[config.mk]
export PLATFORM = sky130hd
export DESIGN_NAME = mult_acc_seq
export DESIGN_NICKNAME = d
export VERILOG_FILES = /design/src/rtl/mult_acc_seq_pkg.sv /design/src/rtl/mult_acc_step.sv /design/src/rtl/mult_acc_seq.sv
export SDC_FILE = /design/constraint.sdc
export NUM_CORES = 1
export LEC_CHECK = 0
export ABC_AREA = 1
export CAP_MARGIN = 40
export CORE_ASPECT_RATIO = 1.2
export CORE_UTILIZATION = 35
export CTS_CLUSTER_DIAMETER = 200
export DETAILED_ROUTE_END_ITERATION = 10
export PLACE_DENSITY = 0.59
export SLEW_MARGIN = 20
export SYNTH_ARGS = -nofsm -noshare
export SYNTH_HDL_FRONTEND = slang
export SYNTH_SLANG_ARGS = --single-unit
[constraint.sdc]
create_clock -name clk -period 2.46 [get_ports clk]
set_clock_uncertainty 0.15 [all_clocks]
set_input_delay 0.492 -clock clk [delete_from_list [all_inputs] [get_ports clk]]
set_output_delay 0.492 -clock clk [all_outputs]
set_load 0.05 [all_outputs]
[src/rtl/mult_acc_seq_pkg.sv]
// Shared definitions for the sequential multiply/divide pair: FSM state
// encoding and a constant-width helper.
package mult_acc_seq_pkg;

  typedef enum logic [1:0] {
    IDLE    = 2'b00,
    OPERATE = 2'b01,
    LAST    = 2'b10,
    DONE    = 2'b11
  } state_e;

  function automatic int unsigned clog2(input int unsigned v);
    int unsigned r;
    r = 0;
    for (int unsigned i = 0; i < 32; i++) begin
      if ((64'd1 << i) < 64'(v)) r = i + 1;
    end
    return r;
  endfunction

endpackage

[src/rtl/mult_acc_step.sv]
// One shift-add iteration: conditionally add the multiplicand into the upper
// half, then shift the combined {ph, pl} right by one bit.
module mult_acc_step #(
  parameter int unsigned W = 8
) (
  input  logic [W-1:0] ph_in,
  input  logic [W-1:0] pl_in,
  input  logic [W-1:0] m_in,
  output logic [W:0]   ph_out,
  output logic [W-1:0] pl_out
);

  logic [W:0] sum;

  always_comb begin
    sum = {1'b0, ph_in} + (pl_in[0] ? {1'b0, m_in} : '0);
    // {sum, pl} >> 1: the carry lands in ph, sum[0] becomes the new pl MSB.
    {ph_out, pl_out} = {1'b0, sum, pl_in[W-1:1]};
  end

endmodule

[src/rtl/mult_acc_seq.sv]
// Sequential shift-add multiplier with post-add: prod = mplr * mcnd + addend,
// one result every W+3 cycles using a start/ready/done handshake.
module mult_acc_seq
  import mult_acc_seq_pkg::*;
#(
  parameter int unsigned W    = 8,
  parameter int unsigned CBIT = clog2(W) + 1
) (
  input  logic           clk,
  input  logic           rst,
  input  logic           start,
  input  logic [W-1:0]   mcnd,
  input  logic [W-1:0]   mplr,
  input  logic [W-1:0]   addend,
  output logic           ready,
  output logic           done,
  output logic [2*W-1:0] prod,
  output logic           ovf
);

  state_e          state_q, state_d;
  logic [W:0]      ph_q, ph_d;
  logic [W-1:0]    pl_q, pl_d;
  logic [W-1:0]    m_q, m_d;
  logic [W-1:0]    a_q, a_d;
  logic [CBIT-1:0] n_q, n_d;

  logic [W:0]      step_ph;
  logic [W-1:0]    step_pl;
  logic [CBIT-1:0] n_dec;
  logic [2*W:0]    post_sum;

  mult_acc_step #(.W(W)) u_step (
    .ph_in  (ph_q[W-1:0]),
    .pl_in  (pl_q),
    .m_in   (m_q),
    .ph_out (step_ph),
    .pl_out (step_pl)
  );

  always_comb begin
    state_d  = state_q;
    ph_d     = ph_q;
    pl_d     = pl_q;
    m_d      = m_q;
    a_d      = a_q;
    n_d      = n_q;
    n_dec    = n_q - CBIT'(1);
    post_sum = {ph_q, pl_q} + (2*W+1)'(a_q);
    ready    = 1'b0;
    done     = 1'b0;

    unique case (state_q)
      IDLE: begin
        ready = 1'b1;
        if (start) begin
          ph_d    = '0;
          pl_d    = mplr;
          m_d     = mcnd;
          a_d     = addend;
          n_d     = CBIT'(W);
          state_d = OPERATE;
        end
      end
      OPERATE: begin
        ph_d = step_ph;
        pl_d = step_pl;
        n_d  = n_dec;
        if (n_dec == '0) state_d = LAST;
      end
      LAST: begin
        // ph[W] is zero after the final shift, so the full add never overflows 2W bits.
        ph_d    = post_sum[2*W:W];
        pl_d    = post_sum[W-1:0];
        state_d = DONE;
      end
      DONE: begin
        done    = 1'b1;
        state_d = IDLE;
      end
      default: state_d = IDLE;
    endcase
  end

  always_ff @(posedge clk or negedge rst) begin
    if (!rst) begin
      state_q <= IDLE;
      ph_q    <= '0;
      pl_q    <= '0;
      m_q     <= '0;
      a_q     <= '0;
      n_q     <= '0;
    end else begin
      state_q <= state_d;
      ph_q    <= ph_d;
      pl_q    <= pl_d;
      m_q     <= m_d;
      a_q     <= a_d;
      n_q     <= n_d;
    end
  end

  assign prod = {ph_q[W-1:0], pl_q};
  assign ovf  = |prod[2*W-1:W];

endmodule

Word-level counts from Yosys, hierarchy flattened
Index checks and enable logic that the tools add are counted.

word-level totals
  input bits = 27
  output and inout bits = 19
  logic and storage cells = 35
  register bits after elaboration = 39

cells by class
  multiplexer cells = 12
  equal/unequal tests = 5
  add/subtract/negate cells = 3
  reductions and logical operators = 9

operator list
  operator                                             count
  one-hot mux 9 bit (3 select lines)                   1
  one-hot mux 8 bit (3 select lines)                   1
  adder 17 x 8 -> 17 bit                               1
  two-way mux 8 bit                                    2
  adder 8 x 9 -> 9 bit                                 1
  two-way mux 9 bit                                    1
  one-hot mux 2 bit (4 select lines)                   1
  one-hot mux 4 bit (2 select lines)                   1
  AND reduction 2 bit                                  4
  OR reduction 8 bit                                   1
  equality test 2 bit, second input constant           2
  logical NOT 4 bit                                    1
  two-way mux 2 bit                                    2
  two-way mux 4 bit                                    1
  inequality test 2 bit, second input constant         2
  subtractor 4 x 1 -> 4 bit, second input constant     1
  nonzero test 3 bit                                   1
  equality test 2 x 1 -> 1 bit, second input constant  1
  logical NOT 2 bit                                    1
  two-way mux 1 bit                                    2
  nonzero test 2 bit                                   1

Depth between registers and ports, before layout
Gate-level depths: netlist of the first run.

  depth after elaboration = 4
  mapped depth = 14
  gate-level depth less buffers = 13

Modules after synthesis
Synthesis of the first run repeated with hierarchy kept, for this count alone.

unflattened totals
  cells, all modules = 412
  area, all modules = 3,104.2 sq um

by module, submodules not included
  module         instances  area an instance (sq um)  cells each
  mult_acc_seq   1          2,600.0                   327
  mult_acc_step  1          504.2                     85

Worst setup path before layout of the first run
Ideal clock, no wire load.

  kind = register -> register
  from = register pl_q[0]
  to = register ph_q[7]
  data required time = 2.192 ns
  data arrival time = 2.007 ns
  slack = 0.185 ns
  period minus slack after synthesis = 2.275 ns
  library setup time = 0.118 ns
  stages on the path, launching flop included = 14
  cells stage by stage = dfrtp_1 clkbuf_1 nand2_1 inv_1 ha_1 fa_1 nand4_1 nand3_1 nand3_1 nand2_1 nand2_1 nand2_1 nand2_1 nand2_1

between the ends
  word-level cells in the longest chain between the ends = 3

ends and longest elaborated chain
  element                                 RTL line             RTL
  start: declaration                      mult_acc_seq.sv:23   logic [W-1:0] pl_q, pl_d;
  start signal: assignment                mult_acc_seq.sv:96   pl_q <= pl_d;
  two-way mux 8 bit                       mult_acc_step.sv:16  sum = {1'b0, ph_in} + (pl_in[0] ? {1'b0, m_in} : '0);
  adder 8 x 9 -> 9 bit                    mult_acc_step.sv:16
  one-hot mux 9 bit (3 select lines) (*)  mult_acc_seq.sv:53   unique case (state_q)
  end signal: assignment                  mult_acc_seq.sv:95   ph_q <= ph_d;
  end: declaration                        mult_acc_seq.sv:22   logic [W:0] ph_q, ph_d;

Every way passes the cells marked *; elsewhere a longest branch is shown, timed or not.
A chain may end at the register's enable or synchronous reset.

Final worst setup path of the first run
  from = register ph_q[0]
  to = output prod[8]

RTL lines
  element           RTL line            RTL
  end: declaration  mult_acc_seq.sv:17  output logic [2*W-1:0] prod,

No word-level cell between the ends.

==> qor.csv, run 1 <==
metric,value,unit
top post-synthesis cells by area,"dfrtp_1, nand2_1, ha_1",
diode count,0,
Worst Path Buf+Inv,1,
Synth async-reset ratio,100,%
worst hold path type,flip-flop to flip-flop,
gr ovfl total,0,
Post-Synthesis Cells,426,
CTS Sinks,38,
"Distinct cells, synth",33,
hpwl dp,5990,microns
largest net degree at the start of global routing,17,
crit-path max FO,8,
GR met3 Demand/Resource,2.53,%
Setup Total Neg Slack,0,ns
Mapped Area,2880,sq um
deepest clock path buffer count,2,
post-layout min period,2.34,ns
crit-path max cell delay,0.86,ns
met1 Use GR,22.0,%
M2 GR Usage,35.9,%
"CP delay by family, top",buffers and inverters,
syn avg cell area,6.77,sq um
final hold violation count,0,
Clock H-tree levels,2,
worst hold margin,0.331,ns
Yosys warnings,0,
Starting Density,36.8,%
final worst slack,0.117,ns
Reg area,951,sq um
GRT busiest layer,met2,
share of cells above drive strength 1,6.82,%
Peak Freq,0.427,GHz
Worst setup EP type,output port,
final antenna-violating net count,0,
Post-synth EDFFs,0,
maximum vdd drop,0.472,mV
Critical Path RT,1.82,ns
vias per cell,4.97,
Flop pwr share,24.1,%
Synth Register Bits,38,
"count leader, synth",nand2_1,
total die area,8600,sq um
final net count,534,
vias in the first global route,2748,
max_slew headroom,63.3,%
DRT iter0 DRCs,130,
Final period util,95.3,%
area delta synth->final,23.8,%
maxcap violations,0,
CP Launch Type,flip-flop,
Setup CP Type,flip-flop to output port,
IO buf count,45,
Clk pwr share,9.9,%
Die X,84.8,microns
total global-route track usage,19.0,%
Yosys top cell by area,dfrtp_1,
combinational share of power,66.0,%
DP Cell Count,567,
sequential share of the synthesized area,33.0,%
outcome,"finished, final reports clean",
total routed wirelength,7600,microns
Final Slew Violations,0,
Via Count,2860,
Slew @ Worst Pin,0.550,ns
# fillers,800,
final std cells w/o fill,576,
I/O pins,46,
CP max-delay cell,clkdlybuf4s50_1,
PwrDens,1350,nW/um^2
net switching fraction of the power,53.9,%
Die Y,101,microns
Place WS,0.246,ns
ordered list of cells on the worst path,clkdlybuf4s50_1,
TritonCTS buffer count,5,
CP arrival,1.70,ns
Commonest cells post-synth,"nand2_1, inv_1, dfrtp_1, nand3_1, nor2_1",
post-synth top area share,33.0,%
Reg2Reg Setup Slack,0.22,ns
num rows,35,
Worst-path clk slew,0.08,ns
TritonCTS clock tree,done,
Int Pwr,2.21,mW
Most used DFF post-synth,dfrtp_1,
first-pass GRT wire length,12700,microns
Net Sw Power,2.59,mW
multi-input combinational cell area,1670,sq um
RSZ-0062 raised after global routing,no,
RePlAce Congestion,0.823,
Post-Synthesis Net Count,477,
residual DRC count,0,
Total Power,4.81,mW
core area,7840,sq um
# resized after CTS,0,
initial antenna violation count,0,
wire per inst,13.2,microns
Root Driver,clkbuf_8,
clk_lat worst skew,0.30,ns
1st-pass router iterations,4,
setup violators final,0,
Leak,1.97,nW
## cell families (layout without fill, tap and decap cells)
logic type      count (synthesis)  in the layout  share of synthesized area (%)
fa+ha+maj                      24             24                           10.9
xor+xnor                        2              2                          0.608
flops                          38             38                           33.0
compound gates                 57             57                           11.3
simple gates                  243            243                           35.0
buf+inv                        62            120                           9.20
## state kept, by name, summed over array words and instances (netlist names)
| register | cells |
|---|---|
| ph_q | 8 |
| m_q | 8 |
| pl_q | 8 |
| n_q | 4 |
| state_q | 2 |
| a_q | 8 |
## worst paths after layout
kind                               from    endpoint  depth (start not counted)
worst min register to register   m_q[2]      m_q[2]                          2
max in group asynchronous           rst      m_q[7]                          3
worst min-delay path             m_q[2]      m_q[2]                          2
worst max-delay path            ph_q[0]     prod[8]                          1
worst max register to register  pl_q[0]     ph_q[6]                         12
min in group asynchronous           rst  state_q[1]                          2
## repair_timing
| item | in CTS | in global routing |
|---|---|---|
| hold buffers | 1 | 0 |
| setup buffers | 0 | 0 |
| endpoints found under the hold margin | 13 | 0 |
## layout by cell type (no fill, tap or decap), types with 2 or more instances in the layout
cell / count
or2_1: 2
inv_2: 3
o21ai_1: 2
o21ai_0: 21
buf_4: 15
clkdlybuf4s50_1: 41
nand3_1: 29
nand2_2: 3
ha_1: 22
clkbuf_8: 6
o211ai_1: 5
nand2_1: 171
dfrtp_1: 38
o22ai_1: 2
nor2_1: 23
nand3b_1: 6
a21boi_0: 2
fa_1: 2
inv_1: 51
a21oi_1: 21
nand4_1: 5
## worst register-to-register path: stages, from the launching register on
cell      delay, ns
dfrtp_1        0.52
ha_1           0.29
fa_1           0.39
nand2_1        0.14
nand2_1        0.08
nand3b_1       0.08
nand2_1        0.10
nand2_1        0.10
nand3_1        0.07
nand3_1        0.08
nand2_1        0.05
nand2_1        0.05
nand2_1        0.04
## layer usage
layer / up-vias / share of wire, %
met5: - / 0
met4: 0 / 1.7
met3: 8 / 2.1
li1: 1469 / -
met2: 31 / 50
met1: 1352 / 46
## power by group through the flow
stage	clock network (mW)	logic (mW)	registers, mW
CTS	0.485	3.18	1.16
floorplan	0	2.01	1.41
global placement	0	3.14	1.16
finish	0.474	3.17	1.16
detailed placement	0	3.17	1.18
global route	0.509	3.53	1.20
## cell type report
class,instances,share of cell area (%)
repair buffers,58,15.1
clock buffers,6,2.31
multi-input cells,326,46.7
flip-flops and latches,38,26.6
inverters,54,5.68
clock inverters,2,0.351
well taps,92,3.23
## metrics by stage
step           instance area (sq um)  util [%]
4_1_cts                         3570      45.5
3_5_place_dp                    3460      44.2
6_report                        3570      45.5
5_1_grt                         3570      45.5
3_3_place_gp                    3460      44.2
2_1_floorplan                   2880         -
No activity file was read; power rests on OpenSTA's default activity.
==> inputs of run 2 (changes only) <==
SKIP_CTS_REPAIR_TIMING = 1   (was not set)
==> qor.csv, run 2 (synthesis results as in run 1) <==
metric,value,unit,change
deepest clock path buffer count,2,,unchanged
setup violators final,0,,unchanged
vias per cell,4.97,,unchanged
cell count of the worst reg-to-reg path,12,,unchanged
Setup Total Neg Slack,0,ns,unchanged
Peak Freq,0.427,GHz,unchanged
Via Count,2860,,unchanged
IO buf count,45,,unchanged
reg-to-reg endpoint,ph_q[6],,
num rows,35,,unchanged
RePlAce Congestion,0.823,,unchanged
ordered list of cells on the worst path,clkdlybuf4s50_1,,
area delta synth->final,23.8,%,unchanged
maxcap violations,0,,unchanged
TritonCTS buffer count,5,,unchanged
1st-pass router iterations,4,,unchanged
I/O pins,46,,unchanged
Clock H-tree levels,2,,unchanged
TritonCTS clock tree,done,,
residual DRC count,0,,unchanged
Int Pwr,2.21,mW,unchanged
final hold violation count,0,,unchanged
wire per inst,13.2,microns,unchanged
Leak,1.97,nW,unchanged
core area,7840,sq um,unchanged
Final Slew Violations,0,,unchanged
Net Sw Power,2.59,mW,about the same
"Core Util, Final",45.5,%,unchanged
clk_lat worst skew,0.30,ns,about the same
RR Startpoint,pl_q[0],,
final net count,534,,unchanged
net switching fraction of the power,53.9,%,about the same
post-layout min period,2.34,ns,unchanged
"most common cell after layout, fill and taps aside",nand2_1,,
Worst-path clk slew,0.08,ns,about the same
share of cells above drive strength 1,6.82,%,unchanged
gr ovfl total,0,,unchanged
outcome,"finished, final reports clean",,
maximum vdd drop,0.472,mV,unchanged
DRT iter0 DRCs,130,,unchanged
vias in the first global route,2743,,-0.18%
PwrDens,1350,nW/um^2,about the same
Final period util,95.3,%,unchanged
Worst path depth,1,,unchanged
"CP delay by family, top",buffers and inverters,,
first-pass GRT wire length,12700,microns,-0.21%
Die Y,101,microns,unchanged
CP Launch Type,flip-flop,,
RSZ-0062 raised after global routing,no,,
final antenna-violating net count,0,,unchanged
diode count,0,,unchanged
Setup crit start,ph_q[0],,
Critical Path RT,1.82,ns,about the same
Worst Path Buf+Inv,1,,unchanged
hpwl dp,5990,microns,unchanged
CP arrival,1.70,ns,about the same
Flop pwr share,24.1,%,about the same
initial antenna violation count,0,,unchanged
max_slew headroom,63.3,%,unchanged
Die X,84.8,microns,unchanged
combinational share of power,66.0,%,about the same
total routed wirelength,7600,microns,unchanged
highest-count cells in the layout ignoring fill and taps,"nand2_1, inv_1, clkdlybuf4s50_1, dfrtp_1, nand3_1",,
Root Driver,clkbuf_8,,
CTS Sinks,38,,unchanged
Setup CP Type,flip-flop to output port,,
largest net degree at the start of global routing,17,,unchanged
Worst setup EP type,output port,,
Reg2Reg Setup Slack,0.22,ns,about the same
Clk pwr share,9.9,%,about the same
total global-route track usage,19.0,%,-0.035 points
crit-path max FO,8,,unchanged
total die area,8600,sq um,unchanged
Starting Density,36.8,%,unchanged
CP endpoint,prod[8],,
CP max-delay cell,clkdlybuf4s50_1,,
worst hold path type,flip-flop to flip-flop,,
Slew @ Worst Pin,0.550,ns,unchanged
crit-path max cell delay,0.86,ns,about the same
==> run 2: cell counts in the layout (fill, tap and decap cells not counted) <==
Identical to the previous run, type by type.
==> run 2: worst min path at each step <==
stage / startpoint / end / slack (ns) / depth (start not counted)
floorplan: rst / a_q[0] / 0.05 / 0
global route: m_q[1] / m_q[1] / 0.36 / 2
finish: m_q[2] / m_q[2] / 0.33 / 2
detailed placement: rst / state_q[0] / 0.27 / 1
global placement: rst / state_q[0] / 0.27 / 1
CTS: rst / state_q[0] / -0.07 / 1
==> run 2: power groups by stage <==
stage / logic (mW) / registers (mW) / clock network (mW)
floorplan: 2.01 / 1.41 / 0
global placement: 3.14 / 1.16 / 0
detailed placement: 3.17 / 1.18 / 0
CTS: 3.18 / 1.16 / 0.485
global route: 3.53 / 1.20 / 0.509
finish: 3.17 / 1.16 / 0.474
==> run 2: layout make-up <==
cell class / instances / area (sq um)
repair buffers: 58 / 538
clock buffers: 6 / 82.6
flip-flops and latches: 38 / 951
well taps: 92 / 115
multi-input cells: 326 / 1670
clock inverters: 2 / 12.5
fillers: 800 / 4270
inverters: 54 / 203
==> run 2: metal layers <==
layer  vias up  GRT usage, %  part of all wire, %
li1       1469             -                    -
met1      1352          22.0                   46
met2        31          35.8                   50
met3         8          2.53                  2.1
met4         0          6.78                  1.7
met5         -             0                    0
==> run 2: metrics by stage <==
step                      cells  power, mW  area, sq um  hold WS (ns)  setup slack, ns
final                       576       4.81         3570         0.331            0.117
after global routing        576       5.24         3570         0.361           0.0613
after floorplan             426       3.42         2880        0.0464            0.185
after global placement      567       4.31         3460         0.270            0.292
after CTS                   575       4.83         3560       -0.0651            0.121
after detailed placement    567       4.35         3460         0.270            0.246
==> inputs of run 3 (changes only) <==
--- a/config.mk
+++ b/config.mk
@@ -8,5 +8,5 @@
 export ABC_AREA = 1
 export CAP_MARGIN = 40
-export CORE_ASPECT_RATIO = 1.2
+export CORE_ASPECT_RATIO = 1.4
 export CORE_UTILIZATION = 35
 export CTS_CLUSTER_DIAMETER = 200
--- a/constraint.sdc
+++ b/constraint.sdc
@@ -3,3 +3,3 @@
 set_input_delay 0.492 -clock clk [delete_from_list [all_inputs] [get_ports clk]]
 set_output_delay 0.492 -clock clk [all_outputs]
-set_load 0.05 [all_outputs]
+set_load 0.02 [all_outputs]
==> qor.csv, run 3 (synthesis results as in run 1) <==
metric,value,unit,change
outcome,"finished, final reports clean",,
final hold violation count,0,,unchanged
GR met3 Demand/Resource,2.74,%,+0.21 points
"most common cell after layout, fill and taps aside",nand2_1,,
crit-path max FO,3,,-5
IO buf count,45,,unchanged
Worst-path clk slew,0.09,ns,about the same
maxcap violations,0,,unchanged
met1 Use GR,21.7,%,-0.29 points
vias per cell,4.89,,-1.4%
first-pass GRT wire length,12800,microns,+1.2%
maximum vdd drop,0.767,mV,+63%
setup violators final,0,,unchanged
Die Y,109,microns,+7.9%
RePlAce Congestion,0.851,,+3.4%
largest net degree at the start of global routing,18,,+1
Peak Freq,0.448,GHz,+4.9%
DRT iter0 DRCs,189,,+45%
max_slew headroom,66.2,%,+2.9 points
total global-route track usage,19.0,%,+0.024 points
Worst setup EP type,output port,,
final worst slack,0.226,ns,+0.109 ns
Root Driver,clkbuf_8,,
Place WS,0.242,ns,-0.00399 ns
1st-pass router iterations,4,,unchanged
RSZ-0062 raised after global routing,no,,
final antenna-violating net count,0,,unchanged
total die area,8610,sq um,about the same
Critical Path RT,1.82,ns,about the same
CTS Sinks,38,,unchanged
Slew @ Worst Pin,0.507,ns,-0.0429 ns
Leak,2.00,nW,+1.7%
Setup Total Neg Slack,0,ns,unchanged
Starting Density,36.7,%,about the same
I/O pins,46,,unchanged
M2 GR Usage,35.7,%,-0.12 points
Via Count,2863,,+0.10%
wire per inst,12.7,microns,-3.8%
total routed wirelength,7420,microns,-2.3%
share of cells above drive strength 1,6.60,%,-0.22 points
final net count,535,,+0.19%
Clock H-tree levels,2,,unchanged
vias in the first global route,2844,,+3.7%
Die X,78.7,microns,-7.2%
highest-count cells in the layout ignoring fill and taps,"nand2_1, inv_1, clkdlybuf4s50_1, dfrtp_1, nand3_1",,
clk_lat worst skew,0.30,ns,about the same
worst hold path type,flip-flop to flip-flop,,
CP arrival,1.59,ns,-0.11 ns
initial antenna violation count,0,,unchanged
GRT busiest layer,met2,,
deepest clock path buffer count,2,,unchanged
core area,7850,sq um,about the same
Setup CP Type,flip-flop to output port,,
diode count,0,,unchanged
hpwl dp,5930,microns,-0.98%
residual DRC count,0,,unchanged
num rows,38,,+8.6%
CP Launch Type,flip-flop,,
Final period util,90.8,%,-4.4 points
Final Slew Violations,0,,unchanged
post-layout min period,2.23,ns,-0.109 ns
TritonCTS buffer count,5,,unchanged
TritonCTS clock tree,done,,
PwrDens,1290,nW/um^2,-3.9%
area delta synth->final,26.3,%,
gr ovfl total,0,,unchanged
-- run 3: where the power goes --
part / total (mW) / internal (mW) / switching (mW)
combinational: 2.91 / 1.13 / 1.78
clock: 0.654 / 0.407 / 0.248
sequential: 1.15 / 0.902 / 0.247
-- run 3: cell type report --
| class | instances | area, sq um |
|---|---|---|
| timing repair buffer | 59 | 556 |
| fill | 822 | 4210 |
| sequential | 38 | 952 |
| tap | 100 | 125 |
| multi-input combinational | 326 | 1670 |
| clock buffer | 5 | 68.8 |
| inverter | 54 | 203 |
| clock inverter | 3 | 68.8 |
-- run 3: through the flow --
step                      util, %  power, mW  std cells  hold WS [ns]  area (sq um)
after floorplan                 -       3.12        426        0.0464          2880
after global placement       44.5       4.07        576         0.278          3490
after detailed placement     44.5       4.10        576         0.278          3490
after CTS                    46.2       4.77        584       -0.0516          3630
after global routing         46.4       5.19        585         0.353          3640
final                        46.4       4.71        585         0.332          3640
-- run 3: layer usage --
metal	vias to the layer above	wire length (microns)
met2	50	3830
met3	12	212
met4	0	153
li1	1478	-
met5	-	0
met1	1323	3230
-- run 3: worst paths after layout --
check / slack, ns / end / startpoint / cells past startpoint
setup / recovery: 0.23 / ready / state_q[0] / 3
hold reg to reg: 0.33 / m_q[0] / m_q[0] / 2
hold / removal: 0.33 / m_q[0] / m_q[0] / 2
min in group asynchronous: 0.48 / state_q[0] / rst / 2
setup reg to reg: 0.30 / ph_q[2] / pl_q[0] / 12
max in group asynchronous: 1.15 / ph_q[1] / rst / 3
-- run 3: worst max-delay path, cell delays in order, from the launching register on --
cell and delay, ns:
dfrtp_1 0.41, inv_1 0.10, ha_1 0.18, clkdlybuf4s50_1 0.61
